File: src/rtl/uart_pkg.sv
// Shared definitions for the configurable UART receiver: FSM states, config
// encodings and the FIFO entry layout.
package uart_pkg;

  typedef enum logic [2:0] {
    S_IDLE,
    S_START,
    S_DATA,
    S_PARITY,
    S_STOP,
    S_BREAK
  } state_t;

  localparam logic PAR_EVEN = 1'b0;
  localparam logic PAR_ODD  = 1'b1;
  localparam logic STOP_ONE = 1'b0;
  localparam logic STOP_TWO = 1'b1;

  // FIFO entry is {ferr, perr, data}; flags sit above the data field.
  localparam int ENT_FLAG_BITS = 2;

endpackage

File: src/rtl/uart_rx_fifo.sv
// Synchronous first-word-fall-through FIFO; a push into a full FIFO with no
// simultaneous pop is dropped and reported as a one-cycle overrun.
module uart_rx_fifo #(
  parameter int WIDTH = 10,
  parameter int DEPTH = 4
) (
  input  logic             clk,
  input  logic             rst,
  input  logic             push,
  input  logic [WIDTH-1:0] din,
  input  logic             ready,
  output logic [WIDTH-1:0] dout,
  output logic             valid,
  output logic             overrun
);
  localparam int AW = $clog2(DEPTH);

  logic [WIDTH-1:0] mem [DEPTH];
  logic [AW:0]      wr_ptr, rd_ptr;
  logic             empty, full, pop, wr_en;

  assign empty   = (wr_ptr == rd_ptr);
  assign full    = (wr_ptr[AW] != rd_ptr[AW]) && (wr_ptr[AW-1:0] == rd_ptr[AW-1:0]);
  assign valid   = !empty;
  assign pop     = valid && ready;
  // When full, a same-cycle pop frees the head slot, which is exactly wr_ptr's slot.
  assign wr_en   = push && (!full || pop);
  assign overrun = push && full && !pop;
  assign dout    = empty ? '0 : mem[rd_ptr[AW-1:0]];

  always_ff @(posedge clk) begin
    if (rst) begin
      wr_ptr <= '0;
      rd_ptr <= '0;
    end else begin
      if (wr_en) wr_ptr <= wr_ptr + 1'b1;
      if (pop)   rd_ptr <= rd_ptr + 1'b1;
    end
  end

  always_ff @(posedge clk) begin
    if (wr_en) mem[wr_ptr[AW-1:0]] <= din;
  end

endmodule

File: src/rtl/uart_rx_cfg.sv
// Runtime-configurable UART receiver with majority-of-3 sampling, break
// detection and an output FIFO.
module uart_rx_cfg
  import uart_pkg::*;
#(
  parameter int DATA_WIDTH = 8,
  parameter int PRESC_W    = 6,
  parameter int FIFO_DEPTH = 4
) (
  input  logic                  CLK,
  input  logic                  RST,
  input  logic                  RX_IN,
  input  logic [3:0]            data_bits,
  input  logic                  parity_enable,
  input  logic                  parity_type,
  input  logic                  stop_bits,
  input  logic [PRESC_W-1:0]    Prescale,
  output logic [DATA_WIDTH-1:0] rx_data,
  output logic                  rx_valid,
  input  logic                  rx_ready,
  output logic                  parity_error,
  output logic                  framing_error,
  output logic                  overrun,
  output logic                  break_det
);
  localparam int EW = DATA_WIDTH + ENT_FLAG_BITS;

  logic                  sync1, rx;
  state_t                state, state_nx;
  logic [PRESC_W-1:0]    edge_cnt, edge_nx, presc_q, half, smp_lo, smp_hi, last_edge;
  logic [3:0]            bit_cnt, bit_nx, nbits_q;
  logic                  par_en_q, par_type_q, stop2_q, latch;
  logic [DATA_WIDTH-1:0] shreg, shreg_nx;
  logic                  s_a, s_b, maj, decide, bit_end;
  logic                  perr_q, perr_nx, ferr_q, ferr_nx, zero_q, zero_nx;
  logic                  push;
  logic [EW-1:0]         push_entry, head;

  assign half      = presc_q >> 1;
  assign smp_lo    = half - 1'b1;
  assign smp_hi    = half + 1'b1;
  assign last_edge = presc_q - 1'b1;
  assign decide    = (edge_cnt == smp_hi);
  assign bit_end   = (edge_cnt == last_edge);
  assign maj       = (s_a & s_b) | (s_a & rx) | (s_b & rx);
  assign push_entry = {ferr_q | ~maj, perr_q, shreg};

  always_ff @(posedge CLK) begin
    if (RST) begin
      sync1    <= 1'b1;
      rx       <= 1'b1;
      state    <= S_IDLE;
      edge_cnt <= '0;
      bit_cnt  <= '0;
    end else begin
      sync1    <= RX_IN;
      rx       <= sync1;
      state    <= state_nx;
      edge_cnt <= edge_nx;
      bit_cnt  <= bit_nx;
    end
  end

  always_ff @(posedge CLK) begin
    shreg  <= shreg_nx;
    perr_q <= perr_nx;
    ferr_q <= ferr_nx;
    zero_q <= zero_nx;
    if (edge_cnt == smp_lo) s_a <= rx;
    if (edge_cnt == half)   s_b <= rx;
    if (latch) begin
      nbits_q    <= data_bits;
      par_en_q   <= parity_enable;
      par_type_q <= parity_type;
      stop2_q    <= stop_bits;
      presc_q    <= Prescale;
    end
  end

  // Bit-end handling comes first so a decision in the same cycle (Prescale 4) overrides it.
  always_comb begin
    state_nx  = state;
    edge_nx   = bit_end ? '0 : edge_cnt + 1'b1;
    bit_nx    = bit_cnt;
    shreg_nx  = shreg;
    perr_nx   = perr_q;
    ferr_nx   = ferr_q;
    zero_nx   = zero_q;
    push      = 1'b0;
    break_det = 1'b0;
    latch     = 1'b0;
    case (state)
      S_IDLE: begin
        edge_nx = '0;
        bit_nx  = '0;
        if (!rx) begin
          state_nx = S_START;
          latch    = 1'b1;
          shreg_nx = '0;
          perr_nx  = 1'b0;
          ferr_nx  = 1'b0;
          zero_nx  = 1'b1;
        end
      end
      S_START: begin
        if (bit_end) state_nx = S_DATA;
        if (decide) begin
          zero_nx = zero_q & ~maj;
          if (maj) state_nx = S_IDLE;
        end
      end
      S_DATA: begin
        if (bit_end) begin
          if (bit_cnt == nbits_q - 1'b1) begin
            bit_nx   = '0;
            state_nx = par_en_q ? S_PARITY : S_STOP;
          end else begin
            bit_nx = bit_cnt + 1'b1;
          end
        end
        if (decide) begin
          zero_nx = zero_q & ~maj;
          for (int i = 0; i < DATA_WIDTH; i++)
            if (bit_cnt == i[3:0]) shreg_nx[i] = maj;
        end
      end
      S_PARITY: begin
        if (bit_end) state_nx = S_STOP;
        if (decide) begin
          zero_nx = zero_q & ~maj;
          perr_nx = (maj != ((^shreg) ^ par_type_q));
        end
      end
      S_STOP: begin
        if (bit_end) bit_nx = bit_cnt + 1'b1;
        if (decide) begin
          if (bit_cnt == 4'd0 && zero_q && !maj) begin
            break_det = 1'b1;
            state_nx  = S_BREAK;
            edge_nx   = '0;
          end else begin
            if (!maj) ferr_nx = 1'b1;
            if (bit_cnt == {3'b000, stop2_q}) begin
              push     = 1'b1;
              state_nx = S_IDLE;
            end
          end
        end
      end
      S_BREAK: begin
        // Leave only after a full bit period of continuous idle line.
        if (!rx) edge_nx = '0;
        else if (bit_end) state_nx = S_IDLE;
      end
      default: state_nx = S_IDLE;
    endcase
  end

  uart_rx_fifo #(
    .WIDTH(EW),
    .DEPTH(FIFO_DEPTH)
  ) u_fifo (
    .clk    (CLK),
    .rst    (RST),
    .push   (push),
    .din    (push_entry),
    .ready  (rx_ready),
    .dout   (head),
    .valid  (rx_valid),
    .overrun(overrun)
  );

  assign rx_data       = head[DATA_WIDTH-1:0];
  assign parity_error  = head[DATA_WIDTH];
  assign framing_error = head[DATA_WIDTH+1];

endmodule
File: config.mk
export PLATFORM = sky130hd
export DESIGN_NAME = uart_rx_cfg
export DESIGN_NICKNAME = d
export VERILOG_FILES = /design/src/rtl/uart_pkg.sv /design/src/rtl/uart_rx_fifo.sv /design/src/rtl/uart_rx_cfg.sv
export SDC_FILE = /design/constraint.sdc
export NUM_CORES = 1
export LEC_CHECK = 0
export ABC_CLOCK_PERIOD_IN_PS = 4250
export CELL_PAD_IN_SITES_DETAIL_PLACEMENT = 1
export CELL_PAD_IN_SITES_GLOBAL_PLACEMENT = 1
export CORE_ASPECT_RATIO = 0.5
export CORE_MARGIN = 10
export CORE_UTILIZATION = 50
export CTS_BUF_LIST = sky130_fd_sc_hd__clkbuf_4 sky130_fd_sc_hd__clkbuf_8
export DETAILED_ROUTE_END_ITERATION = 10
export PLACE_DENSITY = 0.83
export SYNTH_ARGS = -nofsm -noshare
export SYNTH_HDL_FRONTEND = slang
export SYNTH_HIERARCHICAL = 1
export SYNTH_SLANG_ARGS = --single-unit
File: constraint.sdc
create_clock -name CLK -period 4.25 [get_ports CLK]
set_input_delay 1.275 -clock CLK [delete_from_list [all_inputs] [get_ports CLK]]
set_output_delay 1.275 -clock CLK [all_outputs]
set_load 0.02 [all_outputs]
Word-level counts from Yosys, hierarchy flattened
Memory sizes are Yosys's and may differ from the RTL's. A register that Yosys moved wholly into a read port is not among the register bits. Cells that the tools add are included.

Register bits after elaboration: 47. Bits in latches: 0. RAM bits: 40. Memory bits (read-only): 0. Input bits: 17. Output and inout bits: 13. Logic and storage cells: 179. Memories kept: 1.

Memories: u_fifo.mem (depth 4, bits a word 10, read ports 1, clocked after Yosys merged registers in 1, wr ports 1, RTL line uart_rx_fifo.sv:18) `logic [WIDTH-1:0] mem [DEPTH];`.

$add $sub $neg: 8. $mul: 0. Divide/modulo/power cells: 0. Magnitude comparators: 0. Equality and inequality tests: 44. Shift operators: 0. Multiplexer cells: 58. Bitwise gates (word level): 9. Reductions and logical operators: 34.

Operators with widths (number): inequality test 2 bit (second input constant) (20); two-way mux 3 bit (13); AND reduction 4 bit (8); two-way mux 1 bit (26); two-way mux 6 bit (4); == test 6 bit (3); case mux 3 bit (6 select lines) (1); case mux 6 bit (3 select lines) (1); == test 4 x 3 -> 1 bit (second input constant) (4); two-way mux 8 bit (2); case mux 8 bit (2 select lines) (1); two-way mux 4 bit (3); case mux 4 bit (3 select lines) (1); two-way mux 10 bit (1); AND reduction 3 bit (3); == test 4 x 2 -> 1 bit (second input constant) (2); AND reduction 8 bit (1); nonzero test 2 bit (4); XOR reduction 8 bit (1); logical AND 1 bit (7); adder 3 x 1 -> 3 bit (second input constant) (2); adder 5 x 1 -> 6 bit (second input constant) (1); adder 6 x 1 -> 6 bit (second input constant) (1); == test 3 x 2 -> 1 bit (second input constant) (2); other kinds (28) (41).

Logic depth before layout (Yosys ltp)
Gate-level depths: netlist of the first run.

Depth in word-level cells: 11. Depth in mapped cells: 10. Depth with buffers taken out: 9.

Hierarchy
The synthesis of the first run kept the hierarchy.

By module, submodules not included: uart_rx_cfg (times used 1, cells an instance 259, area an instance 2555.0 um^2, seq. area each 1081.0 um^2); uart_rx_fifo (times used 1, cells an instance 119, area an instance 2019.4 um^2, seq. area each 1361.3 um^2).

Worst setup path before layout of the first run
Ideal clock, no wire load.

Path type: reg-to-output. Start: register presc_q[2]. End: output overrun. Data arrival time: 2.078 ns. Data required time: 2.975 ns. Slack: 0.897 ns. Cell stages (with the launch flop): 9. Path buffers: 1. Path through: edfxtp_1 buf_2 inv_1 ha_1 xnor2_1 nor4b_2 nand2_1 nor3_1 and4_1.

Word-level cells in the longest chain between the ends: 6.

Ends and longest elaborated chain: start: declaration (RTL line uart_rx_cfg.sv:30) `logic [PRESC_W-1:0] edge_cnt, edge_nx, presc_q, half, smp_lo, smp_hi, last_edge;`; start signal: assignment (RTL line uart_rx_cfg.sv:76) `presc_q <= Prescale;`; adder 5 x 1 -> 6 bit (RTL line uart_rx_cfg.sv:41) `assign smp_hi = half + 1'b1;`; == test 6 bit (RTL line uart_rx_cfg.sv:43) `assign decide = (edge_cnt == smp_hi);`; two-way mux 1 bit (RTL line uart_rx_cfg.sv:136) `if (decide) begin`; two-way mux 1 bit (RTL line uart_rx_cfg.sv:92) `case (state)`; named net push (RTL line uart_rx_cfg.sv:36) `logic push;`; logical AND 1 bit (2 in a row) (RTL line uart_rx_fifo.sv:28) `assign overrun = push && full && !pop;`; end: declaration (RTL line uart_rx_cfg.sv:23) `output logic overrun,`.

The timed path passes the listed nets, and every way through them passes these cells.

Worst setup path in the final report of the first run
Start: register presc_q[1]. End: output overrun.

Same word-level chain as after synthesis.

==> flow_metrics.py, run 1 <==
metrics = {
    "detailed_routing": {
        "ant_nets": 0,
        "wl_per_cell_um": 20.54,
        "drc": 0,
        "dr.first_iter.drc_count": 180,
        "dr.pass1.iters": 4,
        "via_per_inst": 5.783,
        "wl_um": 10990,
        "num_vias": 3094,
    },
    "grt": {
        "grt_pass1_vias": 3385,
        "overflow": 0,
        "grt_max_degree": 18,
        "antenna_found_initial": 0,
        "grt_pass1_wl_um": 17660,
        "track_usage_pct": 16.56,
    },
    "power": {
        "clkPwrFrac_pct": 29.7,
        "sequentialPowerShare_pct": 53.3,
        "p_sw_uw": 531.9,
        "p_leak_nw": 1.836,
        "swShare_pct": 28.59,
        "irDropWorstVdd_v": 0.0002277,
        "p_int_mw": 1.328,
        "comb_power_share_pct": 17.1,
        "cellPowerDensity_nw_per_um2": 356.7,
    },
    "yosys": {
        "yosys_warnings": 6,
        "syn_avg_cell_area_sq_um": 12.10,
        "synth_top_cell_area_share_pct": 43.33,
        "synthCells": 378,
        "synth.distinct_cells": 66,
        "yosysTopAreaCell": "edfxtp_1",
        "synth_edf_count": 66,
        "async_flop_share_pct": 0,
        "yosys_register_bits": 89,
        "ys_top_cells_by_area": "edfxtp_1 (43%), dfxtp_1 (10%), xnor2_1 (5.7%)",
        "synth_top_flop_cell": "edfxtp_1",
        "syn_area_sq_um": 4574,
        "synth_seq_area_share_pct": 53.39,
        "synth_nets": 410,
    },
    "placed_design": {
        "io_buffers": 29,
        "finalWeightedCongestion": 0.8760,
        "dpl.hpwl_um": 8141,
    },
    "cts": {
        "cts_sinks": 89,
        "clk-insertion-delay-late_ns": 0.37,
        "cts_buffer_depth": 2,
        "cts_root_buffer": "clkbuf_8",
        "clk_pin_slew_ns": 0.09,
        "cts_buffers": 9,
        "postCtsHoldBufs": 0,
        "cts_setup_buffers": 0,
        "h-tree-depth": 3,
        "cts_tree": "done",
    },
    "finish": {
        "area_growth_syn_to_layout_pct": 14.03,
        "fill_cells": 912,
        "final_nets": 445,
        "antenna_cells": 0,
        "layout-drive-gt1-share_pct": 13.16,
    },
    "timing": {
        "rsz0062_at_grt": "no",
        "whs_ns": 0.4440,
        "hold_viol_final": 0,
        "max_freq_mhz": 246.9,
        "setup_viol": 0,
        "worstMarginPinSlew_ns": 0.7564,
        "slew_viol_final": 0,
        "maxSlewHeadroom_pct": 49.34,
        "fin_skew_ns": 0.01224,
        "min_period_ns": 4.050,
        "period_share_pct": 95.29,
        "finalSetupTns_ns": 0,
    },
    "worst_setup_path": {
        "crit_fanout": 5,
        "cp_slowest_cell": "edfxtp_1",
        "critPathRequiredTime_ns": 2.97,
        "cpPeakStageDelay_ns": 0.46,
        "crit_chain": "ha_1, nand3_1, or3_4, a211oi_4, nand2_1, nor3_4, and4_1, dlygate4sd2_1",
        "crit_path_end_kind": "output port",
        "start_kind": "flip-flop",
        "critPathArrivalTime_ns": 2.77,
        "crit_type": "reg -> out",
    },
    "job": {
        "cap_violations": 0,
    },
    "floorplanning": {
        "start_util_pct": 51.99,
        "dieArea_sq_um": 13610,
        "rows": 24,
        "die_y_um": 87.64,
        "dieWidth_um": 155.3,
        "ios": 30,
        "coreArea_sq_um": 8798,
    },
    "min_path": {
        "hp-class": "reg -> reg",
    },
    "outcome": {
        "status": "finished clean",
    },
}
==> routing by layer <==
metal | GRT usage [%] | wire (um)
met1 | 17.27 | 4379
met4 | 6.250 | 233
met2 | 31.74 | 5890
met3 | 4.452 | 488
met5 | 0 | 0
==> critical path: cells and delay by family, from the launching register on <==
kind / cells / cell delay (ns)
adders and majority gates: 1 / 0.23
DFF: 1 / 0.46
buffers and inverters: 1 / 0.34
AOI/OAI and AO/OA: 1 / 0.21
and+or+nand+nor: 5 / 1.18
==> cells in the mapped netlist (2+ instances only) <==
master    count
and2b_1       3
nand2b_1      3
and3_1        3
mux2_4        2
a41oi_1       2
nand4_1       3
or2_2         2
a211o_1       2
nand3_1       8
mux2i_1       3
dfxtp_1      23
o21ai_0       3
ha_1         15
nand2_1      28
buf_2         8
nor2_1       25
clkbuf_1      6
o31ai_1       2
or4_1         3
mux4_2       10
xnor2_1      30
inv_1        22
xnor2_2       2
mux2_2        3
xor2_1       12
a31oi_1       8
or3_1         2
edfxtp_1     66
nor3_1       13
o21a_1        2
and2_1        5
a21oi_1      12
nor2b_1      14
==> per-stage QoR <==
step | setup WS, ns | cell area [sq um] | cells | util [%] | power, mW
global placement | 0.2219 | 5016 | 519 | 57.01 | 1.303
floorplan | 0.8969 | 4574 | 378 | - | 1.207
detailed placement | 0.1158 | 5016 | 519 | 57.01 | 1.326
global route | 0.03229 | 5216 | 535 | 59.29 | 1.944
CTS | 0.1798 | 5207 | 535 | 59.19 | 1.874
finish | 0.2004 | 5216 | 535 | 59.29 | 1.860
==> state kept, by name, summed over array words and instances, names as in the netlist, 3 cells and up, named ones only <==
name / cells
nbits_q: 4
state: 3
u_fifo/wr_ptr: 3
shreg: 8
u_fifo/mem: 40
presc_q: 6
bit_cnt: 4
edge_cnt: 6
u_fifo/rd_ptr: 3
==> cells in the final DEF (no fill, tap or decap), drive strengths merged, types with 5 or more instances in the layout <==
master / instances
edfxtp: 66
nand2: 28
nor2b: 14
and2: 6
mux2: 5
nand3: 8
ha: 15
nor3: 13
clkbuf: 9
a21oi: 13
buf: 9
xor2: 12
nor2: 25
xnor2: 32
inv: 27
clkdlybuf4s50: 27
dfxtp: 23
mux4: 10
a31oi: 9
==> power by group through the flow <==
stage	clock network, mW	logic, mW	registers, mW
floorplan	0	0.217	0.990
global placement	0	0.296	1.01
detailed placement	0	0.314	1.01
CTS	0.565	0.317	0.992
global route	0.603	0.345	0.997
finish	0.552	0.317	0.991
==> timing repair <==
action	CTS	global route
gates resized for setup	4	1
pin swaps	0	0
setup endpoints to repair	1	1
==> logic make-up after synthesis <==
kind of cell	after synthesis	synth area share (%)
buf+inv	36	3.173
simple gates	123	14.85
fa+ha+maj	15	4.103
flops	89	53.39
xor+xnor	44	8.753
mux	18	6.975
compound gates	53	8.753
==> final timing paths <==
check,from,endpoint,slack [ns],cells past startpoint
min,sync1$_SDFF_PP1_,rx$_SDFF_PP1_,0.44,1
max,presc_q[1]$_DFFE_PP_,overrun,0.20,8
max reg2reg,presc_q[1]$_DFFE_PP_,u_fifo/mem[0][9]$_DFFE_PP_,1.14,8
min reg2reg,sync1$_SDFF_PP1_,rx$_SDFF_PP1_,0.44,1
==> layout make-up <==
class / instances / area, sq um / share of cell area, %
inverters: 22 / 82.58 / 1.583
multi-input cells: 253 / 2007 / 38.47
repair buffers: 38 / 355.3 / 6.812
flip-flops and latches: 89 / 2442 / 46.82
clock inverters: 7 / 58.81 / 1.127
well taps: 117 / 146.4 / 2.806
clock buffers: 9 / 123.9 / 2.375
No activity file was read; power rests on OpenSTA's default activity.
==> run 2, diff against run 1 <==
Settings changed: HOLD_SLACK_MARGIN from default to 0.12, PLACE_DENSITY 0.83 to 0.89.
==> run 2 against run 1 <==
Against the previous run: setup slack better by 0.13 ns; sequential cell count did not move; combinational power hardly changed; hold slack got worse by 0.029 ns; final cell count increased by 0.19%; sequential power is essentially flat; largest power group unchanged; largest cell class unchanged; maximum frequency rose by 3.3%; critical endpoint unchanged.
==> flow_metrics.py, run 2 (same netlist as run 1, synthesis figures left out) <==
metrics = {
    "min_path": {
        "min_from": "sync1$_SDFF_PP1_",
        "hp-class": "reg -> reg",
        "holdPathStages": 1,
        "min_to": "rx$_SDFF_PP1_",
    },
    "placed_design": {
        "dpl.hpwl_um": 8036,
        "place_ws_ns": 0.09366,
        "io_buffers": 29,
        "finalWeightedCongestion": 0.9470,
    },
    "cts": {
        "h-tree-depth": 3,
        "clk_pin_slew_ns": 0.08,
        "cts_root_buffer": "clkbuf_8",
        "cts_buffers": 9,
        "cts_tree": "done",
        "clk-insertion-delay-late_ns": 0.37,
        "cts_sinks": 89,
        "cts_buffer_depth": 2,
    },
    "timing": {
        "worstMarginPinSlew_ns": 0.7709,
        "max_freq_mhz": 255.0,
        "min_period_ns": 3.922,
        "period_share_pct": 92.27,
        "final.setup.worst_slack_ns": 0.3283,
        "setup_viol": 0,
        "maxSlewHeadroom_pct": 48.21,
        "hold_viol_final": 0,
        "slew_viol_final": 0,
        "rsz0062_at_grt": "no",
        "finalSetupTns_ns": 0,
        "fin_skew_ns": 0.01054,
    },
    "floorplanning": {
        "rows": 24,
        "ios": 30,
        "die_y_um": 87.64,
        "dieWidth_um": 155.3,
        "dieArea_sq_um": 13610,
        "coreArea_sq_um": 8798,
        "start_util_pct": 51.99,
    },
    "worst_setup_path": {
        "rr_worst_depth": 9,
        "cp_slowest_cell": "edfxtp_1",
        "r2r_setup_slack_ns": 1.16,
        "reg2reg_to": "u_fifo/mem[2][5]$_DFFE_PP_",
        "r2r-start": "presc_q[1]$_DFFE_PP_",
        "cpPeakStageDelay_ns": 0.41,
        "critPathRequiredTime_ns": 2.97,
        "critPathArrivalTime_ns": 2.65,
        "crit_path_end_kind": "output port",
        "crit_fanout": 5,
        "crit_chain": "ha_1, nand3_1, or3_4, a211oi_4, nand2_2, nor3_2, buf_4, and4_1, clkbuf_2",
        "crit_type": "reg -> out",
        "start_kind": "flip-flop",
    },
    "finish": {
        "layout_commonest_cell": "edfxtp_1",
        "final_nets": 446,
        "seq_area_sq_um": 2442,
        "multi_input_area_sq_um": 2003,
        "final_util_pct": 59.64,
        "largest_reg_flops": 40,
        "area_growth_syn_to_layout_pct": 14.72,
        "antenna_cells": 0,
        "fill_cells": 890,
        "layout_common_cells": "edfxtp_1 (66), xnor2_1 (30), nand2_1 (27), clkdlybuf4s50_1 (27), nor2_1 (25)",
        "layout-drive-gt1-share_pct": 13.84,
    },
    "outcome": {
        "status": "finished clean",
    },
    "detailed_routing": {
        "num_vias": 3101,
        "dr.pass1.iters": 4,
        "drc": 0,
        "via_per_inst": 5.785,
        "wl_per_cell_um": 20.24,
        "wl_um": 10850,
        "dr.first_iter.drc_count": 147,
        "ant_nets": 0,
    },
    "power": {
        "p_total_mw": 1.914,
        "irDropWorstVdd_v": 0.0001568,
        "p_leak_nw": 1.853,
        "cellPowerDensity_nw_per_um2": 364.7,
    },
    "grt": {
        "grt_pass1_vias": 3405,
        "antenna_found_initial": 0,
        "track_usage_pct": 16.31,
        "overflow": 0,
        "grt_max_degree": 18,
        "grt_pass1_wl_um": 17570,
    },
    "job": {
        "cap_violations": 0,
    },
}
## run 2: changes by cell type in the layout (fill, tap and decap cells not counted), sizes merged
cell and delta:
inv -3, clkbuf +2, dlygate4sd2 -2, buf +1, bufinv +1, clkinv +1
dlymetal6s2s +1
## run 2: where the power goes
group / switching (mW) / total [mW] / internal, mW / leakage, nW
Sequential: 0.0341 / 0.990 / 0.956 / 0.785
Clock: 0.313 / 0.607 / 0.294 / 0.103
Combinational: 0.168 / 0.317 / 0.149 / 0.965
## run 2: worst max path at each step
stage,end,slack (ns),startpoint,depth (start not counted)
floorplan,overrun,0.90,presc_q[2]$_DFFE_PP_,8
global placement,overrun,0.22,presc_q[1]$_DFFE_PP_,9
detailed placement,overrun,0.09,presc_q[1]$_DFFE_PP_,9
CTS,overrun,0.02,presc_q[1]$_DFFE_PP_,9
global route,overrun,0.14,presc_q[2]$_DFFE_PP_,10
finish,overrun,0.33,presc_q[1]$_DFFE_PP_,9
## run 2: cell type report
class	instances	share of cell area, %
Sequential cell	89	46.54
Multi-Input combinational cell	253	38.17
Timing Repair Buffer	39	6.915
Tap cell	117	2.790
Clock buffer	10	2.623
Inverter	22	1.574
Clock inverter	6	1.383
## run 2: per-layer routing
metal	routed length [um]	vias up	track usage, %
li1	-	1443	-
met1	4390	1536	18.05
met2	5692	99	29.67
met3	574	23	4.501
met4	188	0	6.503
met5	0	-	0
## run 2: stage by stage
step	hold WS, ns	std cells	instance area (sq um)
4_1_cts	0.4195	535	5230
3_5_place_dp	0.3986	519	5016
5_1_grt	0.4433	536	5248
6_report	0.4151	536	5248
2_1_floorplan	0.3895	378	4574
3_3_place_gp	0.3936	519	5016
## run 2: what timing repair did
item | 4_1_cts | 5_1_grt
buffers inserted | 0 | 1
hold buffers | 0 | 0
endpoints found under the setup margin | 1 | 2
resized for setup | 2 | 5
## run 2: critical path, delay by kind of cell (launching register included)
family	cells	cell delay [ns]
buffers and inverters	2	0.34
AOI/OAI and AO/OA	1	0.23
adders and majority gates	1	0.22
DFF	1	0.41
and+or+nand+nor	5	1.08
